File: src/rtl/mem_arbiter.sv
// mem_arbiter: shares one Wishbone memory port between the I-cache and
// D-cache controllers. The granted master's strobes, address and write data
// are steered to memory; ack/rty return only to that master.
// Optional build macro ARB_ROUND_ROBIN_EN: on simultaneous requests, grant
// the master that did not win last time. When undefined, ties go to the D-cache.
module mem_arbiter #(
  parameter int unsigned ADDR_W = 32,
  parameter int unsigned DATA_W = 256
) (
  input  logic              clk,
  input  logic              rst,
  input  logic              i_cyc,
  input  logic              i_stb,
  input  logic              i_we,
  input  logic [ADDR_W-1:0] i_addr,
  input  logic [DATA_W-1:0] i_wdata,
  output logic              i_ack,
  output logic              i_rty,
  output logic [DATA_W-1:0] i_rdata,
  input  logic              d_cyc,
  input  logic              d_stb,
  input  logic              d_we,
  input  logic [ADDR_W-1:0] d_addr,
  input  logic [DATA_W-1:0] d_wdata,
  output logic              d_ack,
  output logic              d_rty,
  output logic [DATA_W-1:0] d_rdata,
  input  logic [DATA_W-1:0] mem_rdata,
  output logic              mem_cyc,
  output logic              mem_stb,
  output logic              mem_we,
  output logic [ADDR_W-1:0] mem_addr,
  output logic [DATA_W-1:0] mem_wdata,
  input  logic              mem_ack,
  input  logic              mem_rty,
  output logic              grant_d,
  output logic              busy
);

  typedef enum logic [1:0] {IDLE, GNT_I, GNT_D} state_t;

  state_t state, state_nxt;
  logic   last_d, last_d_nxt;   // 1 when the D-cache completed the last transfer
  logic   i_req, d_req;

  assign i_req = i_cyc & i_stb;
  assign d_req = d_cyc & d_stb;

  // Read data is broadcast; only the granted master sees an ack for it.
  assign i_rdata = mem_rdata;
  assign d_rdata = mem_rdata;

  // State and last-grant registers
  always_ff @(posedge clk) begin
    if (rst) begin
      state  <= IDLE;
      last_d <= 1'b0;
    end else begin
      state  <= state_nxt;
      last_d <= last_d_nxt;
    end
  end

  // Arbitration, exit conditions and combinational steering
  always_comb begin
    state_nxt  = state;
    last_d_nxt = last_d;
    mem_cyc    = 1'b0;
    mem_stb    = 1'b0;
    mem_we     = 1'b0;
    mem_addr   = '0;
    mem_wdata  = '0;
    i_ack      = 1'b0;
    i_rty      = 1'b0;
    d_ack      = 1'b0;
    d_rty      = 1'b0;
    grant_d    = (state == GNT_D);
    busy       = (state != IDLE);

    case (state)
      IDLE: begin
        if (i_req && d_req) begin
`ifdef ARB_ROUND_ROBIN_EN
          state_nxt = last_d ? GNT_I : GNT_D;
`else
          state_nxt = GNT_D;
`endif
        end else if (d_req) begin
          state_nxt = GNT_D;
        end else if (i_req) begin
          state_nxt = GNT_I;
        end
      end

      GNT_I: begin
        mem_cyc   = i_cyc;
        mem_stb   = i_stb;
        mem_we    = i_we;
        mem_addr  = i_addr;
        mem_wdata = i_wdata;
        i_ack     = mem_ack;
        i_rty     = mem_rty & ~mem_ack;
        if (mem_ack || mem_rty) begin
          state_nxt  = IDLE;
          last_d_nxt = 1'b0;
        end else if (!i_cyc) begin
          state_nxt = IDLE;
        end
      end

      GNT_D: begin
        mem_cyc   = d_cyc;
        mem_stb   = d_stb;
        mem_we    = d_we;
        mem_addr  = d_addr;
        mem_wdata = d_wdata;
        d_ack     = mem_ack;
        d_rty     = mem_rty & ~mem_ack;
        if (mem_ack || mem_rty) begin
          state_nxt  = IDLE;
          last_d_nxt = 1'b1;
        end else if (!d_cyc) begin
          state_nxt = IDLE;
        end
      end

      default: state_nxt = IDLE;
    endcase
  end

endmodule

File: config.mk
export PLATFORM = sky130hd
export DESIGN_NAME = mem_arbiter
export DESIGN_NICKNAME = d
export VERILOG_FILES = /design/src/rtl/mem_arbiter.sv
export SDC_FILE = /design/constraint.sdc
export NUM_CORES = 1
export LEC_CHECK = 0
export ABC_AREA = 0
export BUFFER_PORTS_ARGS = -buffer_cell sky130_fd_sc_hd__buf_2
export CELL_PAD_IN_SITES_DETAIL_PLACEMENT = 0
export CELL_PAD_IN_SITES_GLOBAL_PLACEMENT = 1
export CORE_AREA = 2 2 636 638
export CTS_CLUSTER_SIZE = 10
export DETAILED_ROUTE_END_ITERATION = 10
export DIE_AREA = 0 0 638 640
export GPL_ROUTABILITY_DRIVEN = 0
export HOLD_SLACK_MARGIN = 0.03
export PLACE_DENSITY = 0.3
export SYNTH_ARGS = -nofsm -noshare
export SYNTH_HDL_FRONTEND = slang
export SYNTH_SLANG_ARGS = --single-unit
File: constraint.sdc
create_clock -name clk -period 2.05 [get_ports clk]
set_input_delay 0.1025 -clock clk [delete_from_list [all_inputs] [get_ports clk]]
set_output_delay 0.1025 -clock clk [all_outputs]
set_load 0.005 [all_outputs]
Word level (Yosys, flattened, before mapping):

Index checks and enable logic that the tools add are counted.

* flip-flop bits (word level): 2

* mux-type cells: 17
* reduce and logical (&&, ||, !) cells: 5
* bitwise logic cells: 4
* equal/unequal tests: 5

Operators with widths (number)
* $pmux W256 S2: 1
* $pmux W32 S2: 1
* $mux W2: 7
* $pmux W1 S2: 3
* $pmux W2 S3: 1
* $mux W1: 4
* $ne A4 B4 Y1 const B: 1
* $and A1 B1 Y1: 3
* $ne A3 B2 Y1 const B: 1
* $ne A3 B3 Y1 const B: 1
* $reduce_and A3 Y1: 1
* $eq A2 B1 Y1 const B: 1
* $eq A2 B2 Y1 const B: 1
* $logic_not A2 Y1: 1
* $reduce_bool A2 Y1: 1
* $logic_and A1 B1 Y1: 1
* $logic_or A1 B1 Y1: 1
* $not A1 Y1: 1

Longest topological paths before layout:

* word-level depth: 5
* depth in mapped cells: 7
* depth with buffers taken out: 5

Worst setup path after synthesis:

No wires, ideal clock.

* kind: flip-flop to output port
* from: reg state[0]
* to: out mem_addr[20]
* slack: 0.672 ns
* arrival: 1.275 ns
* stages on the path, launching flop included: 8
* data required time: 1.947 ns
* cell sequence: dfxtp_1 > inv_1 > ha_1 > buf_2 > buf_4 > buf_2 > a22oi_1 > nor2b_1

* longest elaborated chain between the ends: 2
* elaborated cells between the ends (all ways): 3
* those cells by class: eq/ne (2); mux (1)

Ends and longest elaborated chain
* start: declaration: line 42 `state_t state, state_nxt;`
* start signal: assignment: line 59 `state <= state_nxt;`
* $eq A2 B2 Y1
* net grant_d: line 36 `output logic grant_d,`
* $pmux W32 S2: line 80 `case (state)`
* end: declaration: line 32 `output logic [ADDR_W-1:0] mem_addr,`

The timed path passes the listed nets, and every way through them passes these cells.

Worst setup path in the final report:

* from: reg state[1]
* to: out mem_addr[1]

* longest elaborated chain between the ends: 2
* elaborated cells between the ends (all ways): 3
* those cells by class: eq/ne (2); mux (1)

Ends and longest elaborated chain (line)
* $eq A2 B2 Y1 or $eq A2 B1 Y1 (tied branches): 80
* $pmux W32 S2 (*): 80

Every way passes the cells marked *; elsewhere a longest branch is shown, timed or not.

==> impl_results.md <==
- Status: complete, but fails checks
- Violated checks: setup timing
- Cell area after synthesis: 8540 um2
- Core area: 401000 um2
- Setup ws final: -293 ps
- Worst setup EP type: output port
- Row count: 233
- Fin. Hold Viols: 0
- Iteration-0 DRC Markers: 838
- Initial antenna violation count: 264
- Final period util: 114%
- Regs by FF count: state (2)
- Worst slew pin tran: 770 ps
- Final HPWL DP: 254000 um
- First-pass GRT wire length: 315000 um
- Post-Route Utilization: 6.38%
- Post-synth EDFFs: 0
- LEAKAGE: 7.90 nW
- Synth Warn #: 0
- FFs w/ async S/R, synth: 0%
- Via count: 13600
- Worst-path clk slew: 30 ps
- Gr usage total: 13.4%
- Synth unique cells: 20
- Max-Cap Viols: 0
- Post-synth top flop: dfxtp_1
- Layout cells sized above 1: 93.9%
- Maximum achievable frequency: 427 MHz
- Post-synthesis sequential element count: 2
- Max-slew violation count: 0
- CP arrival: 2240 ps
- CTS tree: built
- Io pins: 1651
- Commonest cells post-synth: buf_4, nor2b_1, a22oi_1, buf_2, clkbuf_1
- Pre-CTS setup slack: -931 ps
- DRC: 0
- Largest net degree at the start of global routing: 39
- Largest register FFs: 2
- CTS Sinks: 2
- Peak supply drop: 0.210 mV
- Crit path required time: 1950 ps
- Final setup vio count: 228
- Cell count after synthesis: 1215
- Synth top area cells: buf_4, a22oi_1, nor2b_1, buf_2, clkbuf_1
- Die height: 640 um
- H-tree Lvls: 1
- Final WL: 288000 um
- Most frequent cell after synthesis: buf_4
- Most flop-heavy register: state
- Avg Cell Area, Syn: 7.03 um2
- Worst skew pair latency: 220 ps
- Drt via density: 1.92
- RSZ-0062 raised after global routing: yes
- Post-layout net count: 2624
- Clk_skew: 3.29 ps
- Starting Density: 2.13%
- Synth top area share: 46.2%
- Hold WS: 112 ps
- Die X: 638 um
- CP startpoint kind: flip-flop
- Post-synthesis sequential area ratio: 0.469%
- CTS buffer count: 3
- Max_slew headroom: 48.7%
- DR pass1 iterations: 5
- Die ar.: 408000 um2
- Hold_buf cts: 0
- Crit-path max FO: 4
- Port Buf Inserts: 882
- Power per cell area: 271 nW/um2
- Number of global-route vias before repair: 13200
- Minimum clock period: 2340 ps
- Root Buffer: clkbuf_16
- Area growth syn-to-layout: 200%
- CTS Buffer Depth: 2
- Hold Crit Class: in -> reg
- Post-DRT Antenna Nets: 0
- Grt ovf: 0
- Drt wl/cell: 40.5 um
- Leading area contributor after synthesis: buf_4
- Synth Net Count: 2060
- WS Path Type: reg -> out
placed cells by master, fill, tap and decap left out, types with 3 or more instances in the layout:
cell and instances:
buf_16 59, nand2_1 3, a22oi_2 246, buf_2 664, ha_4 3, buf_6 139, nor2b_2 35, clkbuf_16 17
nor2b_4 202, a22oi_1 45, buf_8 28, buf_12 193, buf_4 70, diode_2 45, nor2b_1 54
worst max-delay path, cell delays in order (launching register included):
cell and delay [ps]:
dfxtp_2 320, buf_6 110, ha_4 170, buf_12 150
buf_16 150, buf_12 140, a22oi_2 580, nor2b_2 150
buf_12 170
path summary, 6_finish.rpt:
kind,end,depth (start not counted),start,slack [ps]
setup / recovery,mem_addr[1],8,state[1],-290
hold / removal,state[0],2,rst,110
setup reg to reg,state[0],8,state[1],120
hold reg to reg,state[1],3,state[1],680
cell type report:
| type | instances | area, um2 |
|---|---|---|
| Antenna cell | 45 | 113 |
| Clock buffer | 3 | 75.1 |
| Fill cell | 47100 | 376000 |
| Inverter | 3 | 13.8 |
| Multi-Input combinational cell | 600 | 7030 |
| Sequential cell | 2 | 45.0 |
| Tap cell | 5287 | 6620 |
| Timing Repair Buffer | 1169 | 11700 |
metrics by stage:
step	instances	power, mW	area [um2]	TNS, ps
2_1_floorplan	1215	1.81	8540	0
3_3_place_gp	6876	3.85	18400	-40170
3_5_place_dp	6893	3.93	18700	-19630
4_1_cts	7032	6.80	24100	-38330
5_1_grt	7078	7.33	25500	-28590
6_report	7109	6.94	25600	-13440
kinds of logic (layout without fill, tap and decap cells):
| group | after synthesis | count (layout) | synth area share (%) |
|---|---|---|---|
| buffers and inverters | 613 | 1175 | 50.8 |
| and+or+nand+nor | 302 | 302 | 22.2 |
| AOI/OAI and AO/OA | 295 | 295 | 26.1 |
| adders and majority gates | 3 | 3 | 0.440 |
| DFF | 2 | 2 | 0.469 |
| other | 0 | 45 | 0 |
metal layers:
metal  wire [um]  vias to the layer above  global-route usage, %
met4       10300                      122                   3.25
met5        1120                        -                  0.520
li1            -                     4855                      -
met2      136000                     1954                   23.1
met3       59100                      645                   12.9
met1       80900                     6043                   10.9
power by group:
group	internal (mW)	leakage, nW	switching (mW)
clock	0.248	0.0373	0.0436
sequential	0.0421	0.0175	0.00394
combinational	3.33	7.85	3.28
total	3.62	7.90	3.32
what timing repair did:
| item | 4_1_cts | 5_1_grt |
|---|---|---|
| pin swaps | 59 | 55 |
| setup buffers | 83 | 53 |
| gates resized for setup | 753 | 336 |
| cloned | 57 | 12 |
| setup endpoints to repair | 291 | 289 |
No activity file was read; power rests on OpenSTA's default activity.
